--- config.mk ---
export PLATFORM = sky130hd
export DESIGN_NAME = sar_logic
export DESIGN_NICKNAME = d
export VERILOG_FILES = /design/src/rtl/sar_logic.sv
export SDC_FILE = /design/constraint.sdc
export NUM_CORES = 1
export LEC_CHECK = 0
export CORE_ASPECT_RATIO = 0.5
export CORE_MARGIN = 4
export CORE_UTILIZATION = 50
export DETAILED_ROUTE_END_ITERATION = 8
export HOLD_SLACK_MARGIN = 0.1
export PLACE_DENSITY = 0.79
export REMOVE_ABC_BUFFERS = 1
export SYNTH_ARGS = -nofsm -noshare
export SYNTH_HDL_FRONTEND = slang
export SYNTH_SLANG_ARGS = --single-unit
--- constraint.sdc ---
create_clock -name clk -period 2.3 [get_ports clk]
set_input_delay 0.69 -clock clk [delete_from_list [all_inputs] [get_ports clk]]
set_output_delay 0.69 -clock clk [all_outputs]
set_load 0.02 [all_outputs]
--- src/rtl/sar_logic.sv ---
// Successive-approximation controller: samples, resolves NBITS MSB-first
// through the capacitor DAC bottom plates and hands the code off over a
// valid/ready handshake.
//
// Handshake: result is presented with result_valid=1 and held unchanged
// until a cycle in which result_valid and result_ready are both high; that
// cycle is the transfer. result_valid never drops without a transfer,
// except on rst.
module sar_logic #(
  parameter int NBITS         = 16,
  parameter int SAMPLE_CYCLES = 4,
  parameter int SETTLE_CYCLES = 1
) (
  input  logic             clk,
  input  logic             rst,
  input  logic             start,
  output logic             busy,
  output logic             sample,
  output logic [NBITS-1:0] cap_botplate_m,
  output logic [NBITS-1:0] cap_botplate_d,
  output logic             comp_strobe,
  input  logic             comp_out,
  output logic [NBITS-1:0] result,
  output logic             result_valid,
  input  logic             result_ready,
  output logic [1:0]       dbg_state
);

  localparam int PERIOD = SETTLE_CYCLES + 2;
  localparam int MAX_A  = (SAMPLE_CYCLES > PERIOD) ? SAMPLE_CYCLES : PERIOD;
  localparam int MAX_C  = (MAX_A > NBITS) ? MAX_A : NBITS;
  localparam int CW     = (MAX_C > 1) ? $clog2(MAX_C) : 1;

  localparam logic [CW-1:0] SAMPLE_LAST = CW'(SAMPLE_CYCLES - 1);
  localparam logic [CW-1:0] PHASE_LAST  = CW'(PERIOD - 1);
  localparam logic [CW-1:0] STROBE_PH   = CW'(SETTLE_CYCLES);
  localparam logic [CW-1:0] MSB_IDX     = CW'(NBITS - 1);
  localparam logic [NBITS-1:0] MSB_TRIAL = {1'b1, {(NBITS-1){1'b0}}};
  // With no settle time the strobe lands on the first cycle of each bit.
  localparam logic STROBE_AT_C0 = (SETTLE_CYCLES == 0);

  typedef enum logic [1:0] {
    IDLE    = 2'd0,
    SAMPLE  = 2'd1,
    CONVERT = 2'd2,
    DONE    = 2'd3
  } state_t;

  state_t           state_q, state_n;
  logic [CW-1:0]    cnt_q, cnt_n;      // sample-cycle count, or phase within a bit
  logic [CW-1:0]    bit_q, bit_n;      // bit currently under trial
  logic [NBITS-1:0] m_q, m_n;
  logic [NBITS-1:0] d_q;
  logic [NBITS-1:0] result_q, result_n;
  logic             valid_q, valid_n;
  logic             sample_q, sample_n;
  logic             strobe_q, strobe_n;
  logic             busy_q, busy_n;
  logic [NBITS-1:0] bit_mask, next_mask, resolved;

  // Next-state and next-output computation; every output is registered.
  always_comb begin
    state_n   = state_q;
    cnt_n     = cnt_q;
    bit_n     = bit_q;
    m_n       = m_q;
    result_n  = result_q;
    valid_n   = valid_q;
    sample_n  = sample_q;
    strobe_n  = 1'b0;
    busy_n    = busy_q;
    bit_mask  = NBITS'(1) << bit_q;
    next_mask = bit_mask >> 1;
    resolved  = (m_q & ~bit_mask) | (comp_out ? bit_mask : '0);

    unique case (state_q)
      IDLE: begin
        m_n = '0;
        if (start) begin
          state_n  = SAMPLE;
          sample_n = 1'b1;
          busy_n   = 1'b1;
          cnt_n    = '0;
        end
      end
      SAMPLE: begin
        if (cnt_q == SAMPLE_LAST) begin
          state_n  = CONVERT;
          sample_n = 1'b0;
          cnt_n    = '0;
          bit_n    = MSB_IDX;
          m_n      = MSB_TRIAL;
          strobe_n = STROBE_AT_C0;
        end else begin
          cnt_n = cnt_q + CW'(1);
        end
      end
      CONVERT: begin
        if (cnt_q == PHASE_LAST) begin
          // comp_out is valid in this last phase; commit the bit under trial.
          if (bit_q == '0) begin
            state_n  = DONE;
            m_n      = resolved;
            result_n = resolved;
            valid_n  = 1'b1;
            busy_n   = 1'b0;
          end else begin
            bit_n    = bit_q - CW'(1);
            m_n      = resolved | next_mask;
            cnt_n    = '0;
            strobe_n = STROBE_AT_C0;
          end
        end else begin
          cnt_n    = cnt_q + CW'(1);
          strobe_n = ((cnt_q + CW'(1)) == STROBE_PH);
        end
      end
      DONE: begin
        if (result_ready) begin
          valid_n = 1'b0;
          m_n     = '0;
          if (start) begin
            state_n  = SAMPLE;
            sample_n = 1'b1;
            busy_n   = 1'b1;
            cnt_n    = '0;
          end else begin
            state_n = IDLE;
          end
        end
      end
      default: begin
        state_n = IDLE;
        valid_n = 1'b0;
        busy_n  = 1'b0;
        m_n     = '0;
      end
    endcase
  end

  // State and output registers with synchronous reset.
  always_ff @(posedge clk) begin
    if (rst) begin
      state_q  <= IDLE;
      cnt_q    <= '0;
      bit_q    <= '0;
      m_q      <= '0;
      d_q      <= '1;
      result_q <= '0;
      valid_q  <= 1'b0;
      sample_q <= 1'b0;
      strobe_q <= 1'b0;
      busy_q   <= 1'b0;
    end else begin
      state_q  <= state_n;
      cnt_q    <= cnt_n;
      bit_q    <= bit_n;
      m_q      <= m_n;
      d_q      <= ~m_n;
      result_q <= result_n;
      valid_q  <= valid_n;
      sample_q <= sample_n;
      strobe_q <= strobe_n;
      busy_q   <= busy_n;
    end
  end

  assign busy           = busy_q;
  assign sample         = sample_q;
  assign cap_botplate_m = m_q;
  assign cap_botplate_d = d_q;
  assign comp_strobe    = strobe_q;
  assign result         = result_q;
  assign result_valid   = valid_q;
  assign dbg_state      = state_q;

endmodule
Word level (Yosys, flattened, before mapping)
Cells that the tools add are included.

Register bits: 62. Bits of input ports: 5. Output and inout bits: 54. Logic and storage cells: 82.

Add/subtract/negate cells: 2. Equal/unequal tests: 13. Shifts and indexed selects: 1. Muxes and demuxes: 36. Bitwise gates (word level): 6. Reductions and logical operators: 14.

Operators with widths (number): 16-bit 2-to-1 mux (5); 16-bit one-hot mux with 4 select lines (1); 4-bit 2-to-1 mux (8); 16-bit inverter (2); 16-bit AND (1); 16-bit by 15-bit bitwise OR with 16-bit output (1); 16-bit bitwise OR (1); 4-bit one-hot mux with 4 select lines (1); 1-bit by 4-bit left shift with 16-bit output (first input constant) (1); 2-bit inequality test (second input constant) (6); 4-bit AND reduction (3); 1-bit 2-to-1 mux (11); 2-bit 2-to-1 mux (5); 4-bit by 2-bit == test with 1-bit output (second input constant) (2); 2-bit one-hot mux with 4 select lines (1); 4-bit one-hot mux with 2 select lines (1); 1-bit one-hot mux with 3 select lines (2); 3-bit AND reduction (2); 3-bit nonzero test (2); 5-bit AND reduction (1); 4-bit by 1-bit adder with 4-bit output (second input constant) (1); 2-bit == test (second input constant) (2); 4-bit by 1-bit == test with 1-bit output (second input constant) (1); 4-bit logical NOT (1); 9 further kinds (10).

Logic depth before layout (Yosys ltp)
Depth after elaboration: 9. Gate-level depth with buffers: 8. Gate-level depth less buffers: 6.

Worst setup path after synthesis
Ideal clock, no wire load.

Kind: reg-to-reg. From: register state_q[0] (netlist: dbg_state[0]). To: register d_q[2] (netlist: cap_botplate_d[2]). Library setup time: 0.133 ns. Arrival time: 1.806 ns. Required time: 2.167 ns. Path slack: 0.360 ns. Cell stages (with the launch flop): 7. Buffers on the path: 0. Period minus slack after synthesis: 1.940 ns. Path through: dfxtp_1 inv_1 ha_1 or3b_2 nor2_4 o221ai_1 a21boi_1.

Longest elaborated chain between the ends: 3. Elaborated cells on any way between the ends: 6. Classes of those cells: 3 x eq/ne; 1 x mux; 1 x bitwise; 1 x reduce/logical.

RTL lines: from (decl) (line 49) `state_t state_q, state_n;`; from (signal assigned) (line 155) `state_q <= state_n;`; 2-bit == test, or another cell as far along (line 76) `unique case (state_q)`; 16-bit one-hot mux with 4 select lines * (line 76); 16-bit inverter * (line 159) `d_q <= ~m_n;`; to (signal assigned) (line 159); to (decl) (line 53) `logic [NBITS-1:0] d_q;`.

Mark *: on every way between the ends. The rest lies on a longest branch, timed or not. A chain may end at the register's enable or synchronous reset.

Final worst setup path
From: register state_q[1] (netlist: dbg_state[1]). To: register d_q[1] (netlist: cap_botplate_d[1]).

The elaborated chain is that of the path after synthesis.

==> results_dict.tcl <==
set metrics [dict create \
    status "completed" \
    critical_path_class "reg2reg" \
    insertion_delay_ps 340 \
    async_reset_ff_share_pct 0 \
    grt_pass1_vias 2903 \
    cts.sinks 62 \
    cp_top_family "simple AND/OR/NAND/NOR gates" \
    report.final.slew_viol_count 0 \
    synth_top_family_by_area "compound AO/OA/AOI/OAI gates" \
    layout_common_cells "dfxtp_1, clkdlybuf4s50_1, buf_4" \
    dieHeight_um 64.1 \
    dpl.hpwl_um 6000 \
    via_per_inst 5.82 \
    cts_max_path_buffers 2 \
    rsz0062_at_grt "false" \
    synth_seq_cells 62 \
    cts_tree "done" \
    ioPinCount 59 \
    final_layout_size_suffix_gt1_share_pct 15.7 \
    grt_overflow 0 \
    hp-class "reg2reg" \
    fin_worst_skew_ps 8.64 \
    cp.required_ps 2510 \
    detail-route-antenna-nets 0 \
    h-tree-depth 3 \
    hold_buffers 0 \
    synthXorXnorAreaFrac_pct 0.558 \
    ys.flop_type "dfxtp_1" \
    synth_fa_ha_area_share_pct 5.18 \
    post_drt_wl_per_cell_um 16.5 \
    finalCritPeriodShare_pct 93.7 \
    synthToLayoutAreaGrowth_pct 36.2 \
    synth_mux_area_share_pct 2.91 \
    floorplan.initialDensity_pct 51.7 \
    critPathLaunchType "flop" \
    routed_wirelength_um 8500 \
    power_density_mw_per_mm2 950 \
    drtIter0Drc 262 \
    worst_pin_slew_ps 639 \
    cts_made_buffers 9 \
    vias 3004 \
    irDropWorstVdd_v 0.000567 \
    synth-compound-area-share_pct 25.8 \
    total_leakage_power_nw 1.66 \
    root_buffer "clkbuf_16" \
    clk_pin_slew_ps 50 \
    grt_pass1_wl_um 14200 \
    fin_setup_tns_ps 0 \
    final_common_cell "dfxtp_1" \
    num_rows 20 \
    relSlewSlack_pct 57.3 \
    worst-path-max-fanout 9 \
    worstSetupEndpointType "flop" \
    grt_max_degree 29 \
    yosysUniqueCellTypes 58 \
    port_buffers 58 \
    grt_usage_pct 23.3 \
    slowest_stage "or3b_2" \
    critPathBufInv 1 \
    nets 441 \
    slowest_delay_ps 520 \
    synth_area_per_cell_um2 9.00 \
    setup_viol 0 \
    core_area_mm2 0.00608 \
    synth-edff-count 0 \
    fmax_ghz 0.464 \
    first_pass_iters 5 \
    dieWidth_um 120 \
    drv_cap 0 \
    yosys.area_share.simple_pct 20.8 \
    yosysSeqAreaShare_pct 39.5 \
    arrival_ps 2370 \
    synth_warnings 0 \
    finalHoldViolations 0 \
    synth_area_mm2 0.00314 \
    path_cells "ha_1, buf_4, or3b_2, nor2_4, o221ai_1, a21boi_1" \
    gp_congestion 0.838 \
    drcViolationCount 0 \
    antenna_found_initial 0 \
    antennaDiodeCount 0 \
    syn_inst 349 \
    die-area_mm2 0.00769 \
    power_mw 4.07 \
    min_period_ps 2160 \
]
[cells in the mapped netlist (4+ instances only)]
cell type | count | share of area (%)
a311oi_1 | 5 | 1.4
a32oi_1 | 4 | 1.1
inv_1 | 11 | 1.3
or2_2 | 7 | 1.4
o21ai_0 | 4 | 0.64
a21boi_0 | 4 | 0.96
nand2_1 | 23 | 2.7
nor2b_1 | 10 | 2.0
nor3_1 | 12 | 1.9
a21o_1 | 9 | 2.2
ha_1 | 13 | 5.2
clkbuf_1 | 17 | 2.0
nor3b_1 | 4 | 0.96
a21oi_1 | 28 | 4.5
mux2i_1 | 8 | 2.5
nand3_1 | 8 | 1.3
nor2_1 | 25 | 3.0
a211oi_1 | 14 | 3.3
a32o_1 | 5 | 1.6
a21bo_2 | 4 | 1.3
dfxtp_1 | 62 | 40
buf_2 | 4 | 0.64
[sequential cells by signal, indices dropped and copies added (netlist names)]
signal	count
result_valid	1
dbg_state	2
comp_strobe	1
cap_botplate_m	16
result	16
bit_q	4
busy	1
cap_botplate_d	16
sample	1
cnt_q	4
[worst paths after layout]
check	from	to	slack [ps]	cells past startpoint
worst min-delay path	result[4]	result[4]	460	2
worst max register to register	dbg_state[1]	cap_botplate_d[1]	140	6
worst max-delay path	dbg_state[1]	cap_botplate_d[1]	140	6
worst min register to register	result[4]	result[4]	460	2
[stage by stage]
step	cells	hold WS, ps	util (%)	setup WS [ps]	instance area [µm²]
2_1_floorplan	324	471	-	130	3020
3_3_place_gp	500	441	64.9	26.3	3950
3_5_place_dp	500	451	64.9	-38.8	3950
4_1_cts	516	463	70.3	152	4270
5_1_grt	516	482	70.4	3.26	4280
6_report	516	461	70.4	144	4280
[routing by layer]
layer	GRT usage [%]	up-vias	share of wire [%]
met5	0	-	0
met4	9.56	0	2.2
met3	6.54	20	6.2
met2	40.2	109	48
met1	27.5	1438	43
li1	-	1437	-
[what timing repair did]
action / CTS / global route
setup endpoints to repair: 0 / 1
setup buffers: 0 / 0
gates resized for setup: 0 / 1
[tightest hold or removal path, delay by kind of cell, from the launching register on]
family | cells | cell delay (ps)
flip-flops | 1 | 300
AO/OA/AOI/OAI | 1 | 50
AND/OR/NAND/NOR | 1 | 50
[power by group]
| part | switching (mW) | internal, mW | total [mW] |
|---|---|---|---|
| registers | 0.110 | 1.14 | 1.25 |
| clock network | 0.485 | 0.972 | 1.46 |
| logic | 0.773 | 0.589 | 1.36 |
[cells by family (layout without fill, tap and decap cells)]
kind of cell / count (synthesis) / count (layout)
compound gates: 110 / 110
xor+xnor: 2 / 2
fa+ha+maj: 13 / 13
buf+inv: 36 / 115
flops: 62 / 62
simple gates: 117 / 117
mux: 9 / 9
[layout make-up]
type | count | area [µm²]
Inverter | 11 | 41.3
Clock buffer | 10 | 239
Fill cell | 470 | 1800
Sequential cell | 62 | 1240
Timing Repair Buffer | 88 | 818
Multi-Input combinational cell | 251 | 1740
Clock inverter | 6 | 85.1
Tap cell | 88 | 110
(Power assumes the default switching activity.)
